[src/rtl/tmds_channel_decoder_pkg.sv]
// Shared definitions for the TMDS channel decoder: control-token codes, FSM encoding and
// bit-slip offset width.
package tmds_channel_decoder_pkg;

  localparam int unsigned OffsetW = 4;

  // Control tokens, MSB-first notation (bit 0 is first on the wire).
  localparam logic [9:0] TokC00 = 10'b1101010100;
  localparam logic [9:0] TokC01 = 10'b0010101011;
  localparam logic [9:0] TokC10 = 10'b0101010100;
  localparam logic [9:0] TokC11 = 10'b1010101011;

  typedef enum logic [0:0] {
    StSearch,
    StLocked
  } state_e;

endpackage

[src/rtl/tmds_channel_decoder_symbol_decode.sv]
// Combinational TMDS 10b->8b data decode (transition-minimised word to pixel byte).
module tmds_symbol_decode (
  input  logic [9:0] sym_i,
  output logic [7:0] data_o
);

  logic [7:0] q;

  always_comb begin
    q         = sym_i[9] ? ~sym_i[7:0] : sym_i[7:0];
    data_o    = '0;
    data_o[0] = q[0];
    for (int i = 1; i < 8; i++) begin
      data_o[i] = sym_i[8] ? (q[i] ^ q[i-1]) : ~(q[i] ^ q[i-1]);
    end
  end

endmodule

[src/rtl/tmds_channel_decoder.sv]
// TMDS channel decoder: word alignment by bit-slip search on control tokens, then decode.
// Optional lock-loss counter port enabled by defining TMDS_DECODER_STATS_EN.
module tmds_channel_decoder
  import tmds_channel_decoder_pkg::*;
#(
  parameter int unsigned C_lock_count   = 16,
  parameter int unsigned C_search_bits  = 12,
  parameter int unsigned C_timeout_bits = 20
) (
  input  logic               clk_pixel,
  input  logic               reset,
  input  logic [9:0]         in_raw,
  output logic [7:0]         out_data,
  output logic               out_de,
  output logic [1:0]         out_c,
  output logic               out_locked,
  output logic [OffsetW-1:0] out_offset
`ifdef TMDS_DECODER_STATS_EN
  ,
  output logic [15:0]        out_lock_losses
`endif
);

  localparam int unsigned TimerW = (C_search_bits > C_timeout_bits) ? C_search_bits
                                                                    : C_timeout_bits;
  localparam int unsigned RunW = $clog2(C_lock_count + 1);
  localparam logic [TimerW-1:0] DwellTc   = {TimerW{1'b1}} >> (TimerW - C_search_bits);
  localparam logic [TimerW-1:0] TimeoutTc = {TimerW{1'b1}} >> (TimerW - C_timeout_bits);
  localparam logic [RunW-1:0]   LockRun   = RunW'(C_lock_count - 1);

  state_e               state_q;
  logic [OffsetW-1:0]   offset_q;
  logic [RunW-1:0]      run_q;
  logic [TimerW-1:0]    timer_q;
  logic [9:0]           prev_q, sym_q;
  logic                 tok_q;
  logic [1:0]           code_q;
  logic [7:0]           out_data_q;
  logic                 out_de_q;
  logic [1:0]           out_c_q;

  logic [19:0]          shifted;
  logic [9:0]           sym;
  logic                 tok;
  logic [1:0]           code;
  logic [7:0]           dec_data;
  logic [OffsetW-1:0]   next_offset;
  logic                 lock_evt, drop_evt, locked_next;

  assign shifted = {in_raw, prev_q} >> offset_q;
  assign sym     = shifted[9:0];

  always_comb begin
    tok  = 1'b1;
    code = 2'b00;
    case (sym)
      TokC00:  code = 2'b00;
      TokC01:  code = 2'b01;
      TokC10:  code = 2'b10;
      TokC11:  code = 2'b11;
      default: tok  = 1'b0;
    endcase
  end

  tmds_symbol_decode u_decode (
    .sym_i  (sym_q),
    .data_o (dec_data)
  );

  assign next_offset = (offset_q == OffsetW'(9)) ? '0 : offset_q + 1'b1;
  assign lock_evt    = (state_q == StSearch) && tok_q && (run_q == LockRun);
  assign drop_evt    = (state_q == StLocked) && !tok_q && (timer_q == TimeoutTc);
  // Output gating follows the state being entered so out_locked and the data path agree.
  assign locked_next = lock_evt || ((state_q == StLocked) && !drop_evt);

`ifdef TMDS_DECODER_STATS_EN
  logic [15:0] losses_q;

  always_ff @(posedge clk_pixel) begin
    if (reset) begin
      losses_q <= '0;
    end else if (drop_evt && (losses_q != 16'hFFFF)) begin
      losses_q <= losses_q + 1'b1;
    end
  end

  assign out_lock_losses = losses_q;
`endif

  always_ff @(posedge clk_pixel) begin
    if (reset) begin
      state_q    <= StSearch;
      offset_q   <= '0;
      run_q      <= '0;
      timer_q    <= '0;
      prev_q     <= '0;
      sym_q      <= '0;
      tok_q      <= 1'b0;
      code_q     <= 2'b00;
      out_data_q <= '0;
      out_de_q   <= 1'b0;
      out_c_q    <= 2'b00;
    end else begin
      prev_q <= in_raw;
      sym_q  <= sym;
      tok_q  <= tok;
      code_q <= code;

      if (!locked_next) begin
        out_de_q   <= 1'b0;
        out_c_q    <= 2'b00;
        out_data_q <= '0;
      end else if (tok_q) begin
        out_de_q   <= 1'b0;
        out_c_q    <= code_q;
        out_data_q <= '0;
      end else begin
        out_de_q   <= 1'b1;
        out_data_q <= dec_data;
      end

      unique case (state_q)
        StSearch: begin
          if (lock_evt) begin
            state_q <= StLocked;
            run_q   <= '0;
            timer_q <= '0;
          end else if (timer_q == DwellTc) begin
            offset_q <= next_offset;
            run_q    <= '0;
            timer_q  <= '0;
          end else begin
            run_q   <= tok_q ? run_q + 1'b1 : '0;
            timer_q <= timer_q + 1'b1;
          end
        end
        StLocked: begin
          if (tok_q) begin
            timer_q <= '0;
          end else if (drop_evt) begin
            state_q  <= StSearch;
            offset_q <= next_offset;
            run_q    <= '0;
            timer_q  <= '0;
          end else begin
            timer_q <= timer_q + 1'b1;
          end
        end
        default: state_q <= StSearch;
      endcase
    end
  end

  assign out_data   = out_data_q;
  assign out_de     = out_de_q;
  assign out_c      = out_c_q;
  assign out_locked = (state_q == StLocked);
  assign out_offset = offset_q;

endmodule

[config.mk]
export PLATFORM = sky130hd
export DESIGN_NAME = tmds_channel_decoder
export DESIGN_NICKNAME = d
export VERILOG_FILES = /design/src/rtl/tmds_channel_decoder_pkg.sv /design/src/rtl/tmds_channel_decoder_symbol_decode.sv /design/src/rtl/tmds_channel_decoder.sv
export SDC_FILE = /design/constraint.sdc
export NUM_CORES = 1
export LEC_CHECK = 0
export ABC_CLOCK_PERIOD_IN_PS = 2570
export BUFFER_PORTS_ARGS = -buffer_cell sky130_fd_sc_hd__buf_2
export CORE_ASPECT_RATIO = 0.6
export CORE_MARGIN = 2
export CORE_UTILIZATION = 45
export CTS_BUF_LIST = sky130_fd_sc_hd__clkbuf_16
export DETAILED_ROUTE_END_ITERATION = 10
export HOLD_SLACK_MARGIN = 0.08
export MAX_ROUTING_LAYER = met4
export SETUP_SLACK_MARGIN = 0.2
export SLEW_MARGIN = 30
export SYNTH_ARGS = -nofsm -noshare
export SYNTH_HDL_FRONTEND = slang
export SYNTH_SLANG_ARGS = --single-unit
[constraint.sdc]
create_clock -name clk_pixel -period 2.57 [get_ports clk_pixel]
set_input_delay 0.1285 -clock clk_pixel [delete_from_list [all_inputs] [get_ports clk_pixel]]
set_output_delay 0.1285 -clock clk_pixel [all_outputs]
set_load 0.01 [all_outputs]
-- After elaboration in Yosys (flattened, before gate mapping)
Index checks and enable logic that the tools add are counted.
- add/sub/neg operators: 3
- multipliers: 0
- divide/modulo/power cells: 0
- $lt $le $gt $ge: 0
- equal/unequal tests: 12
- shifts and indexed selects: 1
- muxes and demuxes: 32
- bitwise gates (word level): 17
- reduce and logical (&&, ||, !) cells: 13
- operators by type and width (cell ; number):
    20-bit 2-to-1 mux ; 4
    20-bit case mux with 2 select lines ; 1
    5-bit 2-to-1 mux ; 5
    20-bit by 1-bit adder with 20-bit output, second input constant ; 1
    10-bit == test, second input constant ; 2
    20-bit by 12-bit == test with 1-bit output, second input constant ; 1
    20-bit == test, second input constant ; 1
    4-bit 2-to-1 mux ; 5
    20-bit by 4-bit >> shifter with 10-bit output ; 1
    1-bit 2-to-1 mux ; 12
    10-bit by 8-bit == test with 1-bit output, second input constant ; 1
    10-bit by 9-bit == test with 1-bit output, second input constant ; 1
    5-bit case mux with 2 select lines ; 1
    1-bit inverter ; 9
    8-bit 2-to-1 mux ; 1
    8-bit inverter ; 1
    4-bit case mux with 2 select lines ; 1
    1-bit XOR ; 7
    2-bit case mux with 3 select lines ; 1
    5-bit by 1-bit adder with 5-bit output, second input constant ; 1
    5-bit by 4-bit == test with 1-bit output, second input constant ; 1
    1-bit logical AND ; 5
    4-bit by 1-bit adder with 4-bit output, second input constant ; 1
    4-bit == test, second input constant ; 1
    10 further kinds ; 13
- register bits after elaboration: 64
- latch bits: 0
- memory bits (writable): 0
- bits in read-only memories: 0
- word-level logic and storage cells: 89
- memories kept: 0

-- Longest topological paths before layout
- depth in word-level cells: 8
- depth in mapped cells: 9
- gate-level depth less buffers: 8

-- Hierarchy
From an unflattened synthesis, not the netlist that was laid out.
- cell total of the unflattened synthesis: 324
- area total of the unflattened synthesis: 3348.2 µm²
- by module, submodules not included (module ; times used ; cells each ; area each (µm²) ; sequential area each (µm²)):
    tmds_channel_decoder ; 1 ; 315 ; 3170.5 ; 1281.2
    tmds_symbol_decode ; 1 ; 9 ; 177.7 ; 0.0

-- Worst setup path before layout
Ideal clock, no wire load.
- path kind: reg2reg
- from: register offset_q[0], in the netlist out_offset[0]
- to: register code_q[1]
- library setup time: 92 ps
- arrival time: 2133 ps
- path slack: 345 ps
- stages on the path, launching flop included: 9
- period minus slack after synthesis: 2225 ps
- cell sequence: dfxtp_1 buf_6 buf_12 mux4_2 a22o_1 nor2_4 nand2_1 or4_4 o32ai_1
- word-level cells in the longest chain between the ends: 3
- RTL lines (what ; line ; RTL):
    start: declaration ; tmds_channel_decoder.sv:32 ; logic [OffsetW-1:0] offset_q;
    start signal: assignment ; tmds_channel_decoder.sv:129 ; offset_q <= next_offset;
    start signal: assignment ; tmds_channel_decoder.sv:142 ; offset_q <= next_offset;
    20-bit by 4-bit >> shifter with 10-bit output (*) ; tmds_channel_decoder.sv:50 ; assign shifted = {in_raw, prev_q} >> offset_q;
    10-bit == test, or another cell as far along ; tmds_channel_decoder.sv:56 ; case (sym)
    2-bit case mux with 3 select lines (*) ; tmds_channel_decoder.sv:56 ;
    end signal: assignment ; tmds_channel_decoder.sv:107 ; code_q <= code;
    end: declaration ; tmds_channel_decoder.sv:37 ; logic [1:0] code_q;
Mark *: on every way between the ends. The rest lies on a longest branch, timed or not.
A chain may end at the register's enable or synchronous reset.

-- Worst setup path in the final report
- from: register offset_q[0], in the netlist out_offset[0]
- to: register tok_q
- word-level cells in the longest chain between the ends: 4
- RTL lines (what ; line ; RTL):
    20-bit by 4-bit >> shifter with 10-bit output (*) ; tmds_channel_decoder.sv:50 ;
    10-bit == test, or another cell as far along ; tmds_channel_decoder.sv:56 ;
    4-bit OR reduction (no line) (*) ; n/a ;
    1-bit 2-to-1 mux (*) ; tmds_channel_decoder.sv:56 ;
    end signal: assignment ; tmds_channel_decoder.sv:106 ; tok_q <= tok;
    end: declaration ; tmds_channel_decoder.sv:36 ; logic tok_q;
Marked as above.

==> flow_metrics.tcl <==
set metrics [dict create \
    status "complete, but fails checks" \
    violations "design-rule violations" \
    chipWidth_um 113 \
    initial_core_util 0.471 \
    numClockSinks 64 \
    post-synth-top-area-fraction 0.400 \
    cap_violations 0 \
    num_antenna_cells 0 \
    h-tree-depth 3 \
    synth_edf_count 0 \
    nets 381 \
    unrepaired_setup_endpoints_after_global_routing "true" \
    cp_data_arrival_time_ps 2520 \
    power_mw 2.45 \
    power.share.combinational 0.053 \
    clk_transition_reported_paths_ps 60 \
    max_slew_margin 0.569 \
    synth.net_count 342 \
    post_synthesis_cell_count 327 \
    syn_area_per_cell_um2 9.79 \
    layout.cells.most_common "sky130_fd_sc_hd__dfxtp_1" \
    ys_seq_elements 64 \
    ir_drop_uv 347 \
    std_cell_rows 23 \
    power.clock.fraction 0.528 \
    synth_top_cells_by_area "sky130_fd_sc_hd__dfxtp_1, sky130_fd_sc_hd__mux4_2, sky130_fd_sc_hd__nor2_1" \
    ys_async_sr_fraction 0 \
    drive_gt1_frac 0.218 \
    viasPerCell 5.47 \
    floorplan.die.height_um 69.3 \
    mapped_cell_area_um2 3200 \
    maxSlewViolCount 0 \
    ys_seq_area_frac 0.400 \
    post-route-drc-count 1 \
    switching_power_mw 0.529 \
    area_delta_synth_final_pct 20.7 \
    netSwitchingFraction 0.216 \
    grt_util_all_layers 0.201 \
    drt-initial-drc-count 159 \
    ios 28 \
    crit_path_start_kind "flop" \
    clock-root-buffer "sky130_fd_sc_hd__clkbuf_16" \
    leakage_nw 1.48 \
    post_drt_wl_per_cell_um 15.2 \
    period_needed_ps 2260 \
    core_area_um2 6790 \
    vias 2506 \
    achievable-frequency_ghz 0.443 \
    timing_worst_slew_pin_value_ps 647 \
    ys_warn_count 0 \
    insertion_delay_ps 330 \
    io_buffers 27 \
    cellPowerDensity_nw_per_um2 635 \
    post-route-period-util 0.879 \
    grt_pass1_wl_mm 11.7 \
    grt_start_max_net_pins 36 \
    place_congestion 0.890 \
    min_path_type "input port to flop" \
    critical_path_required_ps 2830 \
    critPathKind "flop to flop" \
    place_hpwl_mm 4.96 \
    internal-power_mw 1.92 \
    finClkSkew_ps 5.21 \
    grt_residual_overflow 0 \
    cts_inserted_buffers 9 \
    seq_power_share 0.419 \
    setup_viol 0 \
    most_frequent_cells_in_the_layout "sky130_fd_sc_hd__dfxtp_1, sky130_fd_sc_hd__nor2_1, sky130_fd_sc_hd__buf_2" \
    yosysTopAreaCell "sky130_fd_sc_hd__dfxtp_1" \
    ant_nets 0 \
    worst_setup_path_end_kind "flop" \
    antenna_found_initial 0 \
    drt_wl_total_mm 6.97 \
    floorplan.die_area_um2 7830 \
    first_global_vias 2310 \
    ys_dominant_reg_cell "sky130_fd_sc_hd__dfxtp_1" \
    timing_hold_violations_final 0 \
    dr.pass1.iters 7 \
    final.setup.tns_ps 0 \
    cts_tree "yes" \
    ctsLongestPathBuffers 2 \
    critical_path_peak_fanout 13 \
    synth.distinct_cells 53 \
]
cells in the mapped netlist (7+ instances only):
cell type,number
sky130_fd_sc_hd__dfxtp_1,64
sky130_fd_sc_hd__nor2_1,54
sky130_fd_sc_hd__nand2_1,21
sky130_fd_sc_hd__xnor2_1,18
sky130_fd_sc_hd__nor2b_1,16
sky130_fd_sc_hd__xor2_1,14
sky130_fd_sc_hd__clkbuf_1,12
sky130_fd_sc_hd__mux4_2,12
sky130_fd_sc_hd__nand3_1,9
sky130_fd_sc_hd__nand4_1,9
sky130_fd_sc_hd__a22o_1,7
power groups by stage:
stage / logic [mW] / clock network, mW / registers [mW]
after floorplan: 0.0880 / 0 / 1.04
after global placement: 0.120 / 0 / 1.05
after detailed placement: 0.120 / 0 / 1.05
after CTS: 0.129 / 1.33 / 1.03
after global routing: 0.146 / 1.37 / 1.03
final: 0.130 / 1.30 / 1.03
routing by layer:
layer  global-route usage  up-vias  wire (µm)
met1                0.295     1179       3620
met4               0.0732        0         83
li1                     -     1244          -
met3               0.0734        7        524
met5                    -        -          0
met2                0.246       76       2740
critical path: stages, from the launching register on:
cell	delay, ps
sky130_fd_sc_hd__dfxtp_2	370
sky130_fd_sc_hd__buf_12	170
sky130_fd_sc_hd__mux4_1	590
sky130_fd_sc_hd__a22o_1	210
sky130_fd_sc_hd__nor2_2	110
sky130_fd_sc_hd__o21ai_1	80
sky130_fd_sc_hd__or4_4	520
sky130_fd_sc_hd__o22ai_1	140
flip-flops by register name (all words and copies together) (netlist names):
| name | flops |
|---|---|
| tok_q | 1 |
| out_locked | 1 |
| code_q | 2 |
| sym_q | 10 |
| prev_q | 10 |
| timer_q | 20 |
| out_c | 2 |
| run_q | 5 |
| out_data | 8 |
| out_de | 1 |
| out_offset | 4 |
per-stage QoR:
| stage | instance area (µm²) | utilization | cells | hold slack (ps) | setup slack (ps) |
|---|---|---|---|---|---|
| after floorplan | 3200 | - | 327 | 257 | 345 |
| after global placement | 3420 | 0.504 | 432 | 402 | 284 |
| after detailed placement | 3420 | 0.504 | 432 | 407 | 234 |
| final | 3860 | 0.569 | 458 | 90.2 | 311 |
| after global routing | 3860 | 0.569 | 458 | 98.7 | 160 |
| after CTS | 3810 | 0.562 | 455 | 86.1 | 227 |
kinds of logic after synthesis:
logic type,Yosys count,synth area share
simple gates,139,0.220
flops,64,0.400
compound gates,39,0.0891
xor+xnor,32,0.0875
buf+inv,26,0.0434
mux,24,0.148
fa+ha+maj,3,0.0117
layout make-up:
| type | count | area [µm²] |
|---|---|---|
| fillers | 601 | 2930 |
| multi-input cells | 237 | 1790 |
| flip-flops and latches | 64 | 1280 |
| repair buffers | 48 | 340 |
| clock buffers | 9 | 225 |
| well taps | 87 | 109 |
| clock inverters | 7 | 93.8 |
| inverters | 6 | 22.5 |
path summary, 6_finish.rpt:
kind,start,end,slack (ps),cells after the start
max,out_offset[0],tok_q,310,7
min,in_raw[7],prev_q[7],90,2
max reg2reg,out_offset[0],tok_q,310,7
min reg2reg,timer_q[0],timer_q[0],460,1
timing repair:
action | in CTS | in global routing
hold buffers | 7 | 0
hold endpoints to repair | 7 | 0
setup buffers | 0 | 2
resized for setup | 0 | 4
endpoints found under the setup margin | 0 | 34
Note: power is estimated with default switching activity, not from simulation.
